$ cat src/rtl/ps2_host_tx.sv
// PS/2 host-to-device transmitter: request-to-send, 11-bit frame, ACK check.
// Optional PS2_TX_RESEND_EN: resend the latched byte up to 2 times on failure.
module ps2_host_tx #(
  parameter int INHIBIT_CYCLES = 12000,
  parameter int START_TIMEOUT  = 1500000,
  parameter int XFER_TIMEOUT   = 200000
) (
  input  logic       clk_in,
  input  logic       rst,
  input  logic       tx_valid,
  input  logic [7:0] tx_data,
  output logic       tx_ready,
  input  logic       ps2_clk_i,
  input  logic       ps2_data_i,
  output logic       ps2_clk_oe,
  output logic       ps2_data_oe,
  output logic       busy,
  output logic       done,
  output logic       ack_ok,
  output logic       err
);

  localparam int MAX_AB = (START_TIMEOUT > XFER_TIMEOUT) ?
                          START_TIMEOUT : XFER_TIMEOUT;
  localparam int MAXP   = (MAX_AB > INHIBIT_CYCLES) ?
                          MAX_AB : INHIBIT_CYCLES;
  localparam int CW     = $clog2(MAXP + 1);

  localparam logic [CW-1:0] INH_LAST = CW'(INHIBIT_CYCLES - 1);
  localparam logic [CW-1:0] STO_LAST = CW'(START_TIMEOUT - 1);
  localparam logic [CW-1:0] XTO_LAST = CW'(XFER_TIMEOUT - 1);

  typedef enum logic [2:0] {
    S_IDLE, S_INHIBIT, S_START, S_WAIT,
    S_SHIFT, S_ACK, S_BUS, S_FAIL
  } state_t;

  state_t state_q, state_d;

  logic          c_r0, c_r1, d_r0, d_r1;
  logic          neg, bus_idle;
  logic [CW-1:0] cnt_q;
  logic          cnt_clr;
  logic          inh_done, start_to, xfer_to;
  logic [7:0]    byte_q;
  logic          parity;
  logic          bit_q;
  logic [3:0]    idx_q;
  logic          ack_q;
  logic          accept;
  logic          can_retry;

  assign neg      = c_r1 & ~c_r0;
  assign bus_idle = c_r1 & d_r1;
  assign inh_done = cnt_q >= INH_LAST;
  assign start_to = cnt_q >= STO_LAST;
  assign xfer_to  = cnt_q >= XTO_LAST;
  assign parity   = ~^byte_q;
  assign accept   = (state_q == S_IDLE) & tx_valid;

`ifdef PS2_TX_RESEND_EN
  logic [1:0] retry_q;
  logic       retry;

  assign can_retry = (retry_q != 2'd2);
  assign retry     = (state_d == S_INHIBIT) &&
                     ((state_q == S_BUS) || (state_q == S_FAIL));

  // retry count, restarted by every newly accepted byte
  always_ff @(posedge clk_in) begin
    if (rst)         retry_q <= 2'd0;
    else if (accept) retry_q <= 2'd0;
    else if (retry)  retry_q <= retry_q + 2'd1;
  end
`else
  assign can_retry = 1'b0;
`endif

  // two-flop synchronisers on both pins, idle-high
  always_ff @(posedge clk_in) begin
    if (rst) begin
      c_r0 <= 1'b1;
      c_r1 <= 1'b1;
      d_r0 <= 1'b1;
      d_r1 <= 1'b1;
    end else begin
      c_r0 <= ps2_clk_i;
      c_r1 <= c_r0;
      d_r0 <= ps2_data_i;
      d_r1 <= d_r0;
    end
  end

  // state register
  always_ff @(posedge clk_in) begin
    if (rst) state_q <= S_IDLE;
    else     state_q <= state_d;
  end

  // next-state logic; timeouts take priority over clock edges
  always_comb begin
    state_d = state_q;
    unique case (state_q)
      S_IDLE:    if (tx_valid) state_d = S_INHIBIT;
      S_INHIBIT: if (inh_done) state_d = S_START;
      S_START:   state_d = S_WAIT;
      S_WAIT: begin
        if (start_to) state_d = S_FAIL;
        else if (neg) state_d = S_SHIFT;
      end
      S_SHIFT: begin
        if (xfer_to) state_d = S_FAIL;
        else if (neg && idx_q == 4'd10) state_d = S_ACK;
      end
      S_ACK: begin
        if (xfer_to) state_d = S_FAIL;
        else         state_d = S_BUS;
      end
      S_BUS: begin
        if (xfer_to) state_d = S_FAIL;
        else if (bus_idle)
          state_d = (!ack_q && can_retry) ? S_INHIBIT : S_IDLE;
      end
      S_FAIL:  state_d = can_retry ? S_INHIBIT : S_IDLE;
      default: state_d = S_IDLE;
    endcase
  end

  // one shared timer restarts on each phase; SHIFT..BUS share one window
  assign cnt_clr = (state_d != state_q) &&
                   (state_d != S_ACK) && (state_d != S_BUS);

  // saturating phase timer
  always_ff @(posedge clk_in) begin
    if (rst)              cnt_q <= '0;
    else if (cnt_clr)     cnt_q <= '0;
    else if (cnt_q != '1) cnt_q <= cnt_q + 1'b1;
  end

  // byte latch, frame bit sequencing and ACK capture
  always_ff @(posedge clk_in) begin
    if (rst) begin
      byte_q <= 8'h00;
      bit_q  <= 1'b1;
      idx_q  <= 4'd0;
      ack_q  <= 1'b0;
    end else begin
      if (accept) byte_q <= tx_data;
      if (state_q == S_WAIT && state_d == S_SHIFT) begin
        bit_q <= byte_q[0];
        idx_q <= 4'd1;
      end
      if (state_q == S_SHIFT && state_d == S_SHIFT && neg) begin
        unique case (1'b1)
          idx_q < 4'd8:  bit_q <= byte_q[idx_q[2:0]];
          idx_q == 4'd8: bit_q <= parity;
          default:       bit_q <= 1'b1;
        endcase
        idx_q <= idx_q + 4'd1;
      end
      if (state_q == S_SHIFT && state_d == S_ACK) ack_q <= ~d_r1;
    end
  end

  // line drive and status outputs decoded from state
  always_comb begin
    ps2_clk_oe  = 1'b0;
    ps2_data_oe = 1'b0;
    done        = 1'b0;
    ack_ok      = 1'b0;
    err         = 1'b0;
    busy        = (state_q != S_IDLE);
    tx_ready    = (state_q == S_IDLE) & ~rst;
    unique case (state_q)
      S_INHIBIT: ps2_clk_oe = 1'b1;
      S_START: begin
        ps2_clk_oe  = 1'b1;
        ps2_data_oe = 1'b1;
      end
      S_WAIT:  ps2_data_oe = 1'b1;
      S_SHIFT: ps2_data_oe = ~bit_q;
      S_BUS: begin
        if (bus_idle && !xfer_to && (ack_q || !can_retry)) begin
          done   = 1'b1;
          ack_ok = ack_q;
          err    = ~ack_q;
        end
      end
      S_FAIL: begin
        if (!can_retry) begin
          done = 1'b1;
          err  = 1'b1;
        end
      end
      default: ;
    endcase
  end

endmodule

$ cat config.mk
export PLATFORM = sky130hd
export DESIGN_NAME = ps2_host_tx
export DESIGN_NICKNAME = d
export VERILOG_FILES = /design/src/rtl/ps2_host_tx.sv
export SDC_FILE = /design/constraint.sdc
export NUM_CORES = 1
export LEC_CHECK = 0
export ABC_AREA = 1
export CORE_AREA = 2 2 78 80
export CTS_CLUSTER_SIZE = 24
export DETAILED_ROUTE_END_ITERATION = 6
export DIE_AREA = 0 0 80 82
export DONT_BUFFER_PORTS = 1
export GPL_TIMING_DRIVEN = 0
export PLACE_DENSITY = 0.66
export SLEW_MARGIN = 40
export SYNTH_ARGS = -nofsm -noshare
export SYNTH_HDL_FRONTEND = slang
export SYNTH_SLANG_ARGS = --single-unit
export TNS_END_PERCENT = 50
$ cat constraint.sdc
create_clock -name clk_in -period 2 [get_ports clk_in]
set_input_delay 0.2 -clock clk_in [delete_from_list [all_inputs] [get_ports clk_in]]
set_output_delay 0.2 -clock clk_in [all_outputs]
set_load 0.005 [all_outputs]
Yosys cells after proc, flatten, opt, wreduce, memory -nomap -nowiden. Cells that the tools add are included.

Register bits: 42.

Mux-type cells: 25. Bitwise operators: 9. Add/sub/neg operators: 2. $lt $le $gt $ge: 5. Equality and inequality tests: 15. Reduce and logical (&&, ||, !) cells: 16.

Operators by type and width (count): $mux 3 (8); $pmux 3 s8 (1); $add 21x1->21 const B (1); $ge 21x14->1 const B (1); $ge 21x18->1 const B (1); $ge 21x21->1 const B (1); $ne 21x21->1 const B (1); $eq 3x3->1 const B (6); $mux 1 (9); $eq 4x4->1 const B (2); $logic_and 1x1->1 (8); $mux 4 (2); $pmux 1 s2 (4); $reduce_xnor 8->1 (1); $eq 3x2->1 const B (2); $ne 3x3->1 const B (2); $reduce_or 2->1 (3); $not 1->1 (5); $add 4x1->4 const B (1); $and 1x1->1 (4); $lt 3x4->1 const B (1); $lt 4x4->1 const B (1); $bmux 1 s3 (1); $eq 3x1->1 const B (1); other kinds (5) (5).

Longest topological paths before layout.
Depth after elaboration: 10. Mapped depth: 19. Depth with buffers taken out: 17.

Least setup slack after synthesis. OpenSTA, ideal clock, no wires.

Path type: register to register. Start point: register cnt_q[0]. End point: register cnt_q[12]. Clock period less this slack: 1957 ps. Path buffers: 1. Setup time: 119 ps. Required time: 1881 ps. Arrival: 1839 ps. Cell stages (with the launch flop): 18. Slack: 43 ps. Cells stage by stage: dfxtp_1 > ha_1 > nand2_1 > inv_1 > nand2_1 > nor2_1 > nand3_1 > nand4_1 > nand2_1 > nand3_1 > nor2_4 > nand2_2 > nor2_2 > nor2_1 > nand2_1 > nand2_2 > buf_6 > nor2_2.

Cells in the longest elaborated chain, start to end: 7. Elaborated cells between the ends (all ways): 17. Those cells by class: 1 x add/sub; 3 x order compare; 4 x eq/ne; 6 x mux; 3 x reduce/logical.

RTL lines: start: declaration (RTL line 42) `logic [CW-1:0] cnt_q;`; start signal: assignment (RTL line 137) `else if (cnt_q != '1) cnt_q <= cnt_q + 1'b1;`; $ge 21x18->1, or another cell as far along (RTL line 57) `assign xfer_to = cnt_q >= XTO_LAST;`; $mux 3, or another cell as far along (RTL line 120) `if (xfer_to) state_d = S_FAIL;`; $pmux 3 s8 (RTL line 103) `unique case (state_q)`; $ne 3x3->1, on equally long branches (RTL line 130, 131); $logic_and 1x1->1 (RTL line 130) `assign cnt_clr = (state_d != state_q) &&`; $logic_and 1x1->1 (RTL line 131) `(state_d != S_ACK) && (state_d != S_BUS);`; $reduce_or 2->1 (no source line).

Parallel ways exist; a longest one is shown, timed or not. A chain may end at the register's enable or synchronous reset.

Final worst setup path.
Start point: register cnt_q[16]. End point: register cnt_q[1].

Same word-level chain as after synthesis.

==> impl_metrics.csv <==
group,metric,value,unit
run_status,status,"finished with violations",
run_status,violations,"negative setup slack",
timing,grt_setup_unrepaired,"true",
worst_setup_path,required,2.20,ns
placement,place_congestion,0.951,
detailed_routing,wl,7.69,mm
global_routing,grt_first_pass_wirelength,11.6,mm
global_routing,gr-usage-all-layers,22.3,%
timing,fin_skew,0.0177,ns
timing,hold_viol_final,0,
final_layout,drive_gt1_share,39.3,%
final_layout,antenna_cells,0,
detailed_routing,drt-vias-per-instance,5.44,
final_layout,syn_to_final_growth,31.7,%
worst_setup_path,r2r-start,"cnt_q[16]",
worst_hold_path,holdCritStartpoint,"tx_data[2]",
worst_setup_path,worstPathMaxFanout,9,
placement,dpl.hpwl,4.80,mm
detailed_routing,wl_per_cell,14.3,um
placement,pre_cts_ws,-0.406,ns
worst_hold_path,hp-class,"in -> reg",
power_and_ir_drop,power,1.71,mW
clocking,cts_tree,"done",
yosys,synth_cell_types,29,
global_routing,antenna_found_initial,0,
timing,slew-limit-headroom,64.9,%
yosys,synth_cells,427,
floorplanning,io_pins,20,
global_routing,busiest_layer,"met2",
power_and_ir_drop,power_density,469,nW/um^2
floorplanning,die_w,80,um
clocking,clock_latency,0.31,ns
clocking,cts_buffer_depth,2,
yosys,ys_seq_elements,42,
worst_hold_path,min_to,"byte_q[2]",
power_and_ir_drop,irDropWorstVdd,313,uV
global_routing,grt.overflow.total,0,
placement,placed_cell_area,2870,sq um
global_routing,met2_usage,36.4,%
timing,timing.hold.ws,0.0278,ns
timing,period_needed,2.27,ns
detailed_routing,dr.pass1.iters,5,
worst_setup_path,worstSetupEndpointType,"flip-flop",
power_and_ir_drop,p_leak,1.55,nW
timing,max_freq,440,MHz
floorplanning,row_count,28,
floorplanning,die_h,82,um
worst_setup_path,critPathKind,"reg -> reg",
clocking,cts.htree.levels,2,
flow_run,maxCapViolations,0,
clocking,cts_root_buf,"clkbuf_8",
timing,tns,-5.76,ns
clocking,numClockSinks,42,
final_layout,instances_no_fill,538,
timing,fin_crit_sh,114,%
worst_setup_path,rrSetupSlack,-0.27,ns
placement,dp_cells,502,
final_layout,design_area,3650,sq um
floorplanning,initial_core_util,48.3,%
yosys,ys_seq_area_share,30.3,%
detailed_routing,drt_iter0_drc,318,
worst_setup_path,r2r_end,"cnt_q[1]",
floorplanning,die_area,6560,sq um
yosys,synth_area,2770,sq um
worst_setup_path,worstSetupStartpointType,"flip-flop",
worst_hold_path,min_path_cells,2,
final_layout,fin_nets,479,
worst_setup_path,reg2reg_depth,16,
detailed_routing,antenna_left,0,
clocking,cts_buffers,5,
detailed_routing,drc_errors,0,
detailed_routing,vias,2928,
placement,portBuffers,0,
global_routing,met3_usage,4.18,%
timing,finalWorstSetupSlack,-0.272,ns
floorplanning,coreArea,5750,sq um
clocking,clkTransAtPathRegs,0.10,ns
yosys,syn_nets,444,
timing,slew_viol_final,0,
global_routing,grt_util_met1,30.5,%
worst_setup_path,worstPathArrival,2.47,ns
global_routing,grt_max_degree,14,
timing,worst_pin_slew,0.526,ns
yosys,yosys_warnings,0,
yosys,synth.avg_cell_area,6.49,sq um
global_routing,grt_pass1_vias,2562,
final_layout,fin_util,63.5,%
timing,setup-violations-final,27,
-- area by class of cell --
class	count	area, sq um
clock buffer	6	82.6
buffer	6	43.8
fill	506	2090
timing repair buffer	33	328
multi-input combinational	321	2010
clock inverter	2	12.5
sequential	42	873
tap	75	93.8
inverter	53	204
-- cells by family after synthesis --
kind of cell	share of synthesized area (%)
simple gates	40.9
buf+inv	9.93
compound gates	8.71
flops	30.3
xor+xnor	7.90
fa+ha+maj	1.81
mux	0.406
-- state kept, by name (all words and copies together), names as in the netlist --
name and count:
d_r1 1, bit_q 1, ack_q 1, d_r0 1, c_r1 1, cnt_q 21, idx_q 4, c_r0 1
state_q 3, byte_q 8
-- critical path, cell delays in order (launching register included) --
cell and delay [ns]:
dfxtp_1 0.32, clkbuf_4 0.19, nor2_1 0.08, nand3_1 0.15, nor2_2 0.06, a21oi_2 0.20
nand2_1 0.10, o21ai_2 0.18, nand3_2 0.15, o21ai_2 0.11, nor2_2 0.07, nor2_2 0.12
nand2_2 0.07, nand2_4 0.10, buf_12 0.13, buf_16 0.12, nor2_4 0.03
-- Yosys cell counts, drive strengths merged --
master,n,area [sq um]
clkbuf,3,11.3
dfxtp,42,841
nand2,97,384
xor2,16,140
nor3,11,65.1
o22ai,1,6.26
o311ai,1,8.76
nand4,6,37.5
o21ai,20,100
xnor2,9,78.8
nor2,93,444
inv,53,199
or2,4,25.0
nand3,31,160
buf,8,65.1
mux2,1,11.3
a21oi,22,114
ha,4,50.1
a31oi,2,12.5
nor4,3,18.8
-- worst max path at each step --
stage	from	endpoint	slack [ns]	cells past startpoint
3_5_place_dp	cnt_q[0]	cnt_q[12]	-0.41	17
5_1_grt	cnt_q[19]	cnt_q[8]	-0.41	17
3_3_place_gp	cnt_q[0]	cnt_q[12]	-0.37	17
4_1_cts	cnt_q[1]	cnt_q[8]	-0.21	18
2_1_floorplan	cnt_q[0]	cnt_q[12]	0.04	17
6_report	cnt_q[16]	cnt_q[1]	-0.27	16
-- routing by layer --
metal | part of all wire, % | up-vias | routed length [um]
met5 | 0 | - | 0
met4 | 2.0 | 0 | 156
met3 | 6.5 | 24 | 498
met2 | 48 | 111 | 3700
met1 | 43 | 1377 | 3330
li1 | - | 1416 | -
-- layout by cell type, fill, tap and decap left out, types with 2 or more instances in the layout --
cell,count
a21oi_2,5
nand2_4,12
nor2_4,13
inv_2,8
o21ai_0,13
clkbuf_8,6
inv_4,2
buf_4,20
nand2_2,15
nor4_1,3
nand2_1,70
nor2_2,34
clkbuf_1,3
xor2_1,16
nand3_1,15
o21ai_2,3
nor3_4,3
buf_12,3
nand4_1,6
ha_1,3
dlygate4sd3_1,2
inv_1,43
xnor2_1,9
dfxtp_2,17
dfxtp_1,22
nor2_1,46
o21ai_1,4
nor3_2,2
buf_6,8
nand3_2,15
dfxtp_4,3
or2_2,4
a21oi_1,17
nor3_1,6
-- report_power, final --
group | switching [mW] | internal [mW] | leakage, nW
Sequential | 0.0152 | 0.853 | 0.352
Clock | 0.325 | 0.278 | 0.0472
Combinational | 0.128 | 0.112 | 1.15
-- timing repair --
item,CTS,global route
hold buffers,2,0
hold endpoints to repair,2,0
pin swaps,20,42
gates resized for setup,48,90
gates cloned,2,0
buffers inserted,14,16
setup endpoints to repair,30,29
No activity file was read; power rests on OpenSTA's default activity.
